--- src/rtl/dlfloat_mac_host_driver.sv ---
// dlfloat_mac_host_driver
//   Host-side driver for the DLFloat16 MAC tile. Accepts operand pairs over a
//   valid/ready handshake, drives operand A then operand B onto the tile's
//   16 input pins, waits MAC_LAT cycles, then collects the result from the
//   8-bit uo_out bus (low byte, then high byte) and returns it over a
//   valid/ready handshake. Data bits are never altered.
//
//   Optional feature macro: DLFMAC_SKID_EN
//     defined   : 2-entry result FIFO, back-to-back frames while space remains
//     undefined : single result register, strict ping-pong with the consumer
module dlfloat_mac_host_driver #(
  parameter int unsigned MAC_LAT   = 3,        // B-drive cycle to low-result-byte cycle (>=1)
  parameter logic [15:0] IDLE_WORD = 16'h0000  // pin value outside DRV_A/DRV_B
) (
  input  logic        clk,
  input  logic        rst_n,
  input  logic        in_valid,
  output logic        in_ready,
  input  logic [15:0] op_a,
  input  logic [15:0] op_b,
  output logic [7:0]  pin_ui,
  output logic [7:0]  pin_uio,
  output logic        pin_ena,
  input  logic [7:0]  pin_uo,
  output logic        res_valid,
  input  logic        res_ready,
  output logic [15:0] res_data,
  output logic        busy
);

  typedef enum logic [2:0] {
    S_IDLE,
    S_DRV_A,
    S_DRV_B,
    S_WAIT,
    S_CAP_LO,
    S_CAP_HI
  } state_e;

  // Wide enough to hold MAC_LAT-1 (the WAIT-phase reload value).
  localparam int unsigned CNT_W = (MAC_LAT > 1) ? $clog2(MAC_LAT) : 1;

  state_e           state_q;
  logic [15:0]      pins_q;
  logic [15:0]      op_b_q;
  logic             ena_q;
  logic [CNT_W-1:0] cnt_q;

  logic accept;
  logic consume;
  logic space_ok;

  assign accept   = in_valid && in_ready;
  assign consume  = res_valid && res_ready;
  assign in_ready = (state_q == S_IDLE) && space_ok;
  assign busy     = (state_q != S_IDLE);

  // Pins come straight from registers: no combinational host-to-tile path.
  assign pin_ui  = pins_q[7:0];
  assign pin_uio = pins_q[15:8];
  assign pin_ena = ena_q;

  // Frame sequencer: drives operands, times the MAC latency, marks capture cycles.
  // NOTE: sequential state uses non-blocking (<=) so every register sees pre-edge values.
  always_ff @(posedge clk or negedge rst_n) begin
    if (!rst_n) begin
      state_q <= S_IDLE;
      pins_q  <= IDLE_WORD;
      op_b_q  <= '0;
      ena_q   <= 1'b0;
      cnt_q   <= '0;
    end else begin
      unique case (state_q)
        S_IDLE: begin
          if (accept) begin
            // A goes straight to the pins; only B needs to be held for a cycle.
            pins_q  <= op_a;
            op_b_q  <= op_b;
            ena_q   <= 1'b1;
            state_q <= S_DRV_A;
          end
        end
        S_DRV_A: begin
          pins_q  <= op_b_q;
          state_q <= S_DRV_B;
        end
        S_DRV_B: begin
          pins_q  <= IDLE_WORD;
          cnt_q   <= CNT_W'(MAC_LAT - 1);
          state_q <= (MAC_LAT == 1) ? S_CAP_LO : S_WAIT;
        end
        S_WAIT: begin
          cnt_q <= cnt_q - CNT_W'(1);
          if (cnt_q == CNT_W'(1)) state_q <= S_CAP_LO;
        end
        S_CAP_LO: begin
          state_q <= S_CAP_HI;
        end
        S_CAP_HI: begin
          ena_q   <= 1'b0;
          state_q <= S_IDLE;
        end
        default: begin
          state_q <= S_IDLE;
        end
      endcase
    end
  end

`ifdef DLFMAC_SKID_EN

  logic [7:0]  lo_q;
  logic [15:0] fifo_q [2];
  logic        wr_ptr_q;
  logic        rd_ptr_q;
  logic [1:0]  count_q;
  logic        push;

  // A frame is only accepted while a slot is free and occupancy can only fall
  // during the frame, so the push at CAP_HI always finds room.
  assign push      = (state_q == S_CAP_HI);
  assign space_ok  = (count_q != 2'd2);
  assign res_valid = (count_q != 2'd0);
  assign res_data  = fifo_q[rd_ptr_q];

  // Two-entry result FIFO; the low byte is staged until the high byte arrives.
  // NOTE: the storage is reset as well, so res_data reads zero straight out of reset.
  always_ff @(posedge clk or negedge rst_n) begin
    if (!rst_n) begin
      lo_q      <= '0;
      fifo_q[0] <= '0;
      fifo_q[1] <= '0;
      wr_ptr_q  <= 1'b0;
      rd_ptr_q  <= 1'b0;
      count_q   <= 2'd0;
    end else begin
      if (state_q == S_CAP_LO) lo_q <= pin_uo;
      if (push) begin
        fifo_q[wr_ptr_q] <= {pin_uo, lo_q};
        wr_ptr_q         <= ~wr_ptr_q;
      end
      if (consume) rd_ptr_q <= ~rd_ptr_q;
      count_q <= count_q + {1'b0, push} - {1'b0, consume};
    end
  end

`else

  logic [15:0] res_q;
  logic        res_valid_q;

  assign space_ok  = !res_valid_q;
  assign res_valid = res_valid_q;
  assign res_data  = res_q;

  // Single result register; a new frame cannot start until this one is consumed.
  always_ff @(posedge clk or negedge rst_n) begin
    if (!rst_n) begin
      res_q       <= '0;
      res_valid_q <= 1'b0;
    end else begin
      if (state_q == S_CAP_LO) res_q[7:0] <= pin_uo;
      if (state_q == S_CAP_HI) begin
        res_q[15:8] <= pin_uo;
        res_valid_q <= 1'b1;
      end else if (consume) begin
        res_valid_q <= 1'b0;
      end
    end
  end

`endif

endmodule
--- config.mk ---
export PLATFORM = sky130hd
export DESIGN_NAME = dlfloat_mac_host_driver
export DESIGN_NICKNAME = d
export VERILOG_FILES = /design/src/rtl/dlfloat_mac_host_driver.sv
export SDC_FILE = /design/constraint.sdc
export NUM_CORES = 1
export LEC_CHECK = 0
export ABC_CLOCK_PERIOD_IN_PS = 2000
export CAP_MARGIN = 20
export CORE_MARGIN = 2
export CORE_UTILIZATION = 47
export CTS_BUF_LIST = sky130_fd_sc_hd__clkbuf_8
export DETAILED_ROUTE_END_ITERATION = 10
export PLACE_DENSITY_LB_ADDON = 0.2
export SETUP_SLACK_MARGIN = 0.1
export SLEW_MARGIN = 30
export SYNTH_ARGS = -nofsm -noshare
export SYNTH_HDL_FRONTEND = slang
export SYNTH_SLANG_ARGS = --single-unit
--- constraint.sdc ---
create_clock -name clk -period 2 [get_ports clk]
set_clock_uncertainty 0.05 [all_clocks]
set_input_delay 0.4 -clock clk [delete_from_list [all_inputs] [get_ports clk]]
set_output_delay 0.4 -clock clk [all_outputs]
set_load 0.01 [all_outputs]
Word-level counts from Yosys, hierarchy flattened
Cells that the tools add are included.
Widths: inputs -> output; s select.
- bits in registers: 55
- input port bits: 44
- output and inout port bits: 36
- logic and storage cells: 41
- add/sub/neg operators: 1
- equality and inequality tests: 8
- muxes and demuxes: 10
- reduce and logical (&&, ||, !) cells: 14
- operator list (kind ; count):
    $pmux 16 s3 ; 1
    $mux 16 ; 1
    $pmux 3 s5 ; 1
    $reduce_and 2->1 ; 4
    $eq 3x2->1 const B ; 2
    $eq 3x3->1 const B ; 2
    $mux 3 ; 2
    $reduce_bool 2->1 ; 3
    $reduce_bool 3->1 ; 2
    $ne 2x2->1 const B ; 2
    $pmux 2 s2 ; 1
    $eq 3x1->1 const B ; 1
    $logic_and 1x1->1 ; 3
    $logic_not 3->1 ; 1
    $mux 1 ; 3
    $eq 2x1->1 const B ; 1
    $pmux 1 s2 ; 1
    $sub 2x1->2 const B ; 1
    $logic_not 1->1 ; 1

Longest topological paths before layout
Gate-level depths: netlist of run 1.
- depth after elaboration: 5
- mapped depth: 6
- depth with buffers taken out: 4

Least setup slack after synthesis of run 1
OpenSTA, ideal clock, no wires.
- path type: register to register
- start point: reg state_q[0]
- end point: reg op_b_q[10]
- library setup time: 0.125 ns
- arrival: 1.585 ns
- required time: 1.825 ns
- setup slack: 0.240 ns
- stages on the path, launching flop included: 7
- path buffers: 3
- clock period less this slack: 1.760 ns
- cells stage by stage: dfrtp_1 > buf_6 > or3_4 > nand2b_4 > buf_6 > buf_12 > mux2_4
- word-level cells in the longest chain between the ends: 4
- RTL lines (element ; RTL line ; source):
    from (decl) ; 43 ; state_e state_q;
    from (signal assigned) ; 90 ; state_q <= (MAC_LAT == 1) ? S_CAP_LO : S_WAIT;
    $logic_not 3->1 (*) ; 55, 73 ;
    $logic_and 1x1->1 ; 55 ; assign in_ready = (state_q == S_IDLE) && space_ok;
    $logic_and 1x1->1 ; 53 ; assign accept = in_valid && in_ready;
    $reduce_and 2->1 (no line) (*) ; -- ;
    to (signal assigned) ; 78 ; op_b_q <= op_b;
    to (decl) ; 45 ; logic [15:0] op_b_q;
Mark *: on every way between the ends. The rest lies on a longest branch, timed or not.
A chain may end at the register's enable or synchronous reset.

Final worst setup path of run 1
- start point: reg state_q[2]
- end point: out busy
- word-level cells in the longest chain between the ends: 1
- RTL lines (element ; RTL line ; source):
    $reduce_bool 3->1 ; 56 ; assign busy = (state_q != S_IDLE);
    to (decl) ; 28 ; output logic busy
No other way between the ends.

==> flow_summary.yaml, run 1 <==
status:
  status: "complete, no violations"
setup_path:
  worstSetupPathType: "flop to primary output"
  cp_max_fo: 3
  crit_chain: "or3_4 -> dlygate4sd2_1"
  critPathArrivalTime_ns: 1.36
  cpPeakStageDelay_ns: 0.39
  cp.depth: 2
  reg2regPathDepth: 4
  required_ns: 1.55
  cpLargestDelayFamily: "simple AND/OR/NAND/NOR gates"
  crit_slowest_cell: "or3_4"
  path_buf_inv: 1
  worstSetupEndpointType: "primary output"
  start_kind: "flop"
yosys:
  muxShareOfSynthArea: 0.165
  synth-adder-area-share: 0.00524
  syn-num-nets: 209
  synth-simple-area-share: 0.0503
  synth_area_um2: 2390
  avgSynthCellArea_um2: 14.6
  synth_compound_area_frac: 0.159
  synth_flop_cell: "dfrtp_1"
  synth_cells: 164
  synth_cell_type_count: 29
  synth-edff-count: 0
  yosysSeqAreaShare: 0.576
  synth_top_family_by_area: "multiplexers"
  ys_async_sr_fraction: 1.00
  synth_xor_area_frac: 0
  synth-seq-cells: 55
  ys_warn_count: 0
pwr:
  p_leak_nw: 1.42
  power_density_nw_per_um2: 1440
  power_frac_clock: 0.122
  p_comb_frac: 0.477
  power.total_mw: 4.73
  ir_worst_vdd_uv: 660
  switchingPower_mw: 1.46
  seqPwrFrac: 0.400
  power.internal_mw: 3.27
  sw_frac_of_total: 0.309
detailed_routing:
  routedWlPerCell_um: 15.8
  ant_nets: 0
  drcViolationCount: 0
  detailroute.via_count: 1623
  finalWirelength_mm: 4.87
  avgViaCountPerCell: 5.27
  firstDrtPassIters: 4
  drt_iter0_markers: 99
placement:
  hpwlAfterDp_mm: 3.47
  port_buffers: 79
  gp_congestion: 0.726
  dp_cells: 300
cts:
  clock_latency_ns: 0.30
  h-tree-depth: 2
  cts_tree: "done"
  cts_max_path_buffers: 2
  clk_pin_slew_ns: 0.09
  hold_buffers: 0
  numCtsBuffers: 5
  postCtsSetupBuffers: 0
  root_buffer: "clkbuf_8"
  cts_num_sinks: 55
finish:
  multi_input_area_um2: 907
  nets: 285
  final_layout_size_suffix_gt1_frac: 0.266
  ff_latch_area_um2: 1380
  syn2layout_area_growth_pct: 37.6
  diodes: 0
  fillers: 380
  stdcell_count: 308
floorplan:
  coreArea_um2: 4820
  fp.dieW_um: 75.3
  io_pins: 80
  die_h_um: 75.3
  rows: 25
  initial_core_util: 0.496
  die_area_um2: 5670
timing:
  fin_crit_sh: 0.905
  drv_slew: 0
  fin_tns_setup_ns: 0
  finalHoldViolations: 0
  rsz0062_at_grt: "no"
  tightest_slew_ns: 0.592
  slew_headroom: 0.605
  fin_crit_ns: 1.81
  setup_viol_count_final: 0
  max_freq_mhz: 552
global_routing:
  antenna_found_initial: 0
  grt_pass1_wl_mm: 7.66
  overflow: 0
  grt_use_total: 0.180
  grt_pass1_vias: 1604
  grt_max_degree: 56
job:
  maxCapViolCount: 0
worst_hold_path:
  holdCritPathClass: "input pin to async pin"
## power by group through the flow
stage	Clock, mW	Combinational [mW]	Sequential (mW)
final	0.579	2.26	1.89
after global routing	0.637	2.45	1.96
after CTS	0.597	2.28	1.90
after detailed placement	0	2.27	1.92
after global placement	0	2.22	1.90
after floorplan	0	1.28	2.01
## cell families after synthesis
group | Yosys count
AND/OR/NAND/NOR | 18
AO/OA/AOI/OAI | 41
buffers and inverters | 17
adder cells (fa/ha/maj) | 1
multiplexers | 32
flip-flops | 55
## path summary, 6_finish.rpt
path / slack (ns) / start / to
setup / recovery: 0.19 / state_q[2] / busy
hold / removal: 0.03 / rst_n / pins_q[4]
setup reg to reg: 0.28 / state_q[2] / pins_q[12]
hold reg to reg: 0.46 / res_data[9] / res_data[9]
max in group asynchronous: 1.62 / rst_n / op_b_q[14]
min in group clk: 0.46 / res_data[9] / res_data[9]
## metal layers
metal | up-vias | GRT usage | wire length (um)
li1 | 769 | - | -
met1 | 795 | 0.245 | 2180
met2 | 55 | 0.279 | 2250
met3 | 4 | 0.0622 | 402
met4 | 0 | 0.0507 | 38
met5 | - | 0 | 0
## synthesized netlist by cell type, types with 2 or more instances
cell	instances	area (um2)
dfrtp_1	55	1380
mux2_2	23	259
o31a_1	17	149
o221a_2	16	180
mux2_4	9	135
clkbuf_1	8	30.0
buf_6	3	33.8
inv_1	3	11.3
nand2b_1	3	18.8
nor2_1	3	11.3
a21oi_1	2	10.0
buf_2	2	10.0
nand2_1	2	7.51
nor3b_1	2	15.0
o21ai_0	2	10.0
## final cells by class
cell class                 instances  share of cell area
sequential                        55               0.419
inverter                           3             0.00343
timing repair buffer              83               0.250
clock inverter                     3             0.00495
multi-input combinational         92               0.276
clock buffer                       5              0.0209
tap                               67              0.0255
## sequential cells by signal, summed over array words and instances (netlist names)
| name | cells |
|---|---|
| res_data | 16 |
| state_q | 3 |
| op_b_q | 16 |
| cnt_q | 2 |
| pin_ena | 1 |
| pins_q | 16 |
| res_valid | 1 |
## repair_timing
action                                 CTS  global route
setup endpoints to repair                2             1
resized for setup                        2             2
endpoints found under the hold margin    0             0
## cells in the final DEF, fill, tap and decap left out, types with 2 or more instances in the layout
master	synthesis	routed
a21oi_1	2	2
buf_4	0	3
clkbuf_8	0	5
clkdlybuf4s50_1	0	76
dfrtp_1	55	55
inv_1	3	4
mux2_2	23	23
mux2_4	9	9
nand2_1	2	2
nand2b_1	3	3
nor2_1	3	3
nor3b_1	2	2
o21ai_0	2	2
o221a_2	16	16
o31a_1	17	17
## per-stage QoR
stage | setup WS [ns] | cell area (um2) | util | hold WS (ns)
2_1_floorplan | 0.240 | 2390 | - | 0.0544
3_3_place_gp | 0.0250 | 3210 | 0.666 | 0.368
3_5_place_dp | -0.0157 | 3210 | 0.666 | 0.366
4_1_cts | 0.111 | 3290 | 0.683 | 0.0395
5_1_grt | 0.132 | 3290 | 0.682 | 0.0423
6_report | 0.189 | 3290 | 0.682 | 0.0303
Note: power is estimated with default switching activity, not from simulation.
==> run 2: changes to the inputs <==
- CORE_ASPECT_RATIO: not set -> 1.1
- CORE_UTILIZATION: 47 -> 25
==> flow_summary.yaml, run 2 (synthesized netlist as in run 1, its figures left out) <==
status:
  status: "complete, no violations"
cts:
  clk_pin_slew_ns: 0.11
  root_buffer: "clkbuf_8"
  cts_tree: "done"
  clock_latency_ns: 0.31
  h-tree-depth: 2
  postCtsSetupBuffers: 0
  cts_max_path_buffers: 2
  numCtsBuffers: 5
  cts_num_sinks: 55
setup_path:
  reg2regPathDepth: 4
  crit_chain: "or3_4 -> dlygate4sd2_1"
  worstSetupPathType: "flop to primary output"
  reg2reg_from: "state_q[2]"
  critPathArrivalTime_ns: 1.38
  r2r_slack_ns: 0.23
  crit_slowest_cell: "or3_4"
  worstSetupEndpointType: "primary output"
  r2r_end: "pins_q[10]"
  cp_max_fo: 3
  path_buf_inv: 1
  start_kind: "flop"
  cpPeakStageDelay_ns: 0.40
  crit_path_start: "state_q[2]"
  cp.depth: 2
  crit_path_end: "busy"
  required_ns: 1.55
  cpLargestDelayFamily: "simple AND/OR/NAND/NOR gates"
timing:
  whs_ns: 0.0301
  fin_crit_sh: 0.915
  drv_slew: 0
  tightest_slew_ns: 0.607
  fin_tns_setup_ns: 0
  max_freq_mhz: 546
  fin_crit_ns: 1.83
  rsz0062_at_grt: "no"
  setup_viol_count_final: 0
  finalHoldViolations: 0
  slew_headroom: 0.596
detailed_routing:
  drt_iter0_markers: 19
  drcViolationCount: 0
  finalWirelength_mm: 5.56
  routedWlPerCell_um: 15.4
  avgViaCountPerCell: 4.49
  detailroute.via_count: 1621
  firstDrtPassIters: 4
  ant_nets: 0
finish:
  diodes: 0
  syn2layout_area_growth_pct: 42.8
  final_layout_size_suffix_gt1_frac: 0.279
  mostFrequentLayoutCells: "clkdlybuf4s50_1 (76), dfrtp_1 (55), mux2_2 (23), o31a_1 (17), o221a_2 (16)"
  multi_input_area_um2: 907
  fillers: 943
  ff_latch_area_um2: 1380
  final_common_cell: "clkdlybuf4s50_1"
  nets: 288
  fin_util: 0.367
worst_hold_path:
  holdCritPathClass: "input pin to async pin"
floorplan:
  die_h_um: 107
  die_area_um2: 10400
  coreArea_um2: 9310
  io_pins: 80
  rows: 37
  initial_core_util: 0.257
  fp.dieW_um: 97.2
placement:
  gp_congestion: 0.702
  port_buffers: 79
  hpwlAfterDp_mm: 3.81
global_routing:
  antenna_found_initial: 0
  grt_pass1_vias: 1781
  overflow: 0
  grt_max_degree: 56
  grt_pass1_wl_mm: 9.25
  grt_use_total: 0.112
pwr:
  power_density_nw_per_um2: 1460
  power.total_mw: 4.97
  p_leak_nw: 1.45
  ir_worst_vdd_uv: 533
job:
  maxCapViolCount: 0
[run 2: cell types whose count changed in the layout (fill, tap and decap cells not counted), sizes merged]
| cell | previous run | this run |
|---|---|---|
| bufinv | 0 | 1 |
| buf | 5 | 8 |
| clkinv | 1 | 2 |
| inv | 4 | 3 |
| clkinvlp | 1 | 0 |
[run 2: final cells by class]
class                      instances  share of cell area
clock buffer                       5              0.0202
multi-input combinational         92               0.266
inverter                           3             0.00330
clock inverter                     3              0.0128
tap                              117              0.0429
sequential                        55               0.404
timing repair buffer              86               0.251
[run 2: worst min-delay path by stage]
| stage | startpoint | to | slack, ns | cells past startpoint |
|---|---|---|---|---|
| 2_1_floorplan | rst_n | cnt_q[0] | 0.05 | 0 |
| 3_3_place_gp | rst_n | op_b_q[3] | 0.38 | 2 |
| 3_5_place_dp | rst_n | cnt_q[0] | 0.38 | 2 |
| 4_1_cts | rst_n | res_data[3] | 0.03 | 2 |
| 5_1_grt | rst_n | res_data[1] | 0.04 | 2 |
| 6_report | rst_n | state_q[1] | 0.03 | 2 |
[run 2: stage by stage]
step	worst slack [ns]	instance area [um2]	instances
after floorplan	0.240	2390	164
after global placement	0.103	3300	353
after detailed placement	0.0907	3300	353
after CTS	0.0816	3410	361
after global routing	0.109	3410	361
final	0.170	3410	361
[run 2: worst reg2reg max path: stages, from the launching register on]
cell	delay, ns
dfrtp_1	0.39
buf_4	0.22
or3b_2	0.69
o31a_1	0.19
o221a_2	0.12
[run 2: layer usage]
metal  part of all wire  GRT usage  vias to the layer above  routed length, um
met1               0.45      0.146                      800               2520
met5                  0          0                        -                  0
met3              0.048     0.0302                        2                267
met2               0.49      0.188                       45               2750
li1                   -          -                      774                  -
met4             0.0045     0.0241                        0                 25
[run 2: report_power, final]
group / switching, mW / total [mW] / internal [mW]
sequential: 0.267 / 1.89 / 1.62
combinational: 0.872 / 2.34 / 1.46
clock: 0.369 / 0.742 / 0.374
[run 2: what timing repair did]
action,CTS,global route
endpoints found under the setup margin,2,1
hold buffers,0,0
endpoints found under the hold margin,0,0
resized for setup,2,2
==> run 3: changes to the inputs <==
- GPL_TIMING_DRIVEN: not set -> 0
==> flow_summary.yaml, run 3 (synthesized netlist as in run 1, its figures left out) <==
setup_path:
  crit_path_start: "state_q[2]"
  cp_max_fo: 9
  crit_path_end: "in_ready"
  critPathArrivalTime_ns: 1.44
  worstSetupPathType: "flop to primary output"
  crit_chain: "buf_6 -> or3_4 -> nor2_1 -> buf_2"
  reg2regPathDepth: 6
  reg2reg_from: "state_q[2]"
  crit_slowest_cell: "dfrtp_1"
  worstSetupEndpointType: "primary output"
  r2r_slack_ns: 0.18
  required_ns: 1.55
  start_kind: "flop"
  cpPeakStageDelay_ns: 0.39
  r2r_end: "op_b_q[14]"
timing:
  drv_slew: 0
  finalHoldViolations: 0
  whs_ns: 0.455
  rsz0062_at_grt: "yes"
  setup_viol_count_final: 0
  tightest_slew_ns: 0.536
  fin_crit_ns: 1.89
  final.setup.worst_slack_ns: 0.111
  slew_headroom: 0.642
  fin_crit_sh: 0.945
  max_freq_mhz: 529
  fin_tns_setup_ns: 0
finish:
  nets: 299
  fillers: 933
  diodes: 0
  final_layout_size_suffix_gt1_frac: 0.286
  fin_util: 0.374
  mostFrequentLayoutCells: "clkdlybuf4s50_1 (76), dfrtp_1 (55), mux2_2 (23), o31a_1 (17), o221a_2 (16)"
  syn2layout_area_growth_pct: 45.7
  final_cell_area_um2: 3480
  final_common_cell: "clkdlybuf4s50_1"
worst_hold_path:
  holdCritPathClass: "input pin to async pin"
placement:
  hpwlAfterDp_mm: 3.93
  gp_congestion: 0.678
  port_buffers: 79
  place_area_um2: 3340
  place_ws_ns: -0.245
detailed_routing:
  drcViolationCount: 0
  ant_nets: 0
  finalWirelength_mm: 5.43
  drt_iter0_markers: 49
  firstDrtPassIters: 4
  detailroute.via_count: 1674
  avgViaCountPerCell: 4.50
  routedWlPerCell_um: 14.6
floorplan:
  initial_core_util: 0.257
  rows: 37
  io_pins: 80
  fp.dieW_um: 97.2
  coreArea_um2: 9310
  die_area_um2: 10400
  die_h_um: 107
global_routing:
  grt_pass1_wl_mm: 9.08
  grt_use_total: 0.108
  grt_pass1_vias: 1812
  overflow: 0
  grt_max_degree: 36
  antenna_found_initial: 0
pwr:
  power_density_nw_per_um2: 1440
  ir_worst_vdd_uv: 464
  p_leak_nw: 1.48
cts:
  clock_latency_ns: 0.31
  root_buffer: "clkbuf_8"
  cts_num_sinks: 55
  cts_max_path_buffers: 2
  h-tree-depth: 2
  clk_pin_slew_ns: 0.11
  numCtsBuffers: 5
  cts_tree: "done"
job:
  maxCapViolCount: 0
status:
  status: "complete, no violations"
-- run 3: changes by cell type in the layout (fill, tap and decap cells not counted), sizes merged --
cell	change
clkbuf	+6
inv	+1
clkinvlp	+1
dlygate4sd3	+1
clkinv	-2
buf	+5
dlygate4sd2	-1
-- run 3: per-stage QoR --
stage	cells	power [mW]
after global placement	360	4.23
after CTS	370	5.05
after detailed placement	361	4.27
after global routing	372	5.37
after floorplan	164	3.28
final	372	5.03
-- run 3: layout make-up --
cell class	instances	area, um2	share of cell area
Sequential cell	55	1380	0.395
Multi-Input combinational cell	92	907	0.261
Timing Repair Buffer	84	831	0.239
Tap cell	117	146	0.0421
Buffer	13	93.8	0.0270
Clock buffer	5	68.8	0.0198
Clock inverter	3	46.3	0.0133
Inverter	3	11.3	0.00324
-- run 3: worst min-delay path by stage --
stage	startpoint	end
2_1_floorplan	rst_n	cnt_q[0]
3_3_place_gp	res_data[12]	res_data[12]
3_5_place_dp	rst_n	res_valid
4_1_cts	rst_n	res_data[1]
5_1_grt	rst_n	res_data[9]
6_report	rst_n	res_data[1]
-- run 3: worst max-delay path: cells and delay by family, from the launching register on --
family,cells,cell delay [ns]
simple gates,2,0.48
flops,1,0.39
buf+inv,2,0.26
-- run 3: repair_timing --
item                                   4_1_cts  5_1_grt
endpoints found under the hold margin       20        0
resized for setup                            9        2
hold buffers                                 1        0
setup buffers                                0        3
pin swaps                                    0        0
setup endpoints to repair                   12        9
-- run 3: per-layer routing --
metal | vias to the layer above | GRT usage | wire length (um)
li1 | 798 | - | -
met1 | 826 | 0.140 | 2490
met2 | 46 | 0.181 | 2620
met3 | 4 | 0.0329 | 281
met4 | 0 | 0.0211 | 38
met5 | - | 0 | 0
-- run 3: where the power goes --
| part | internal (mW) | switching (mW) |
|---|---|---|
| clock network | 0.378 | 0.386 |
| registers | 1.62 | 0.268 |
| logic | 1.49 | 0.878 |
| total | 3.49 | 1.53 |
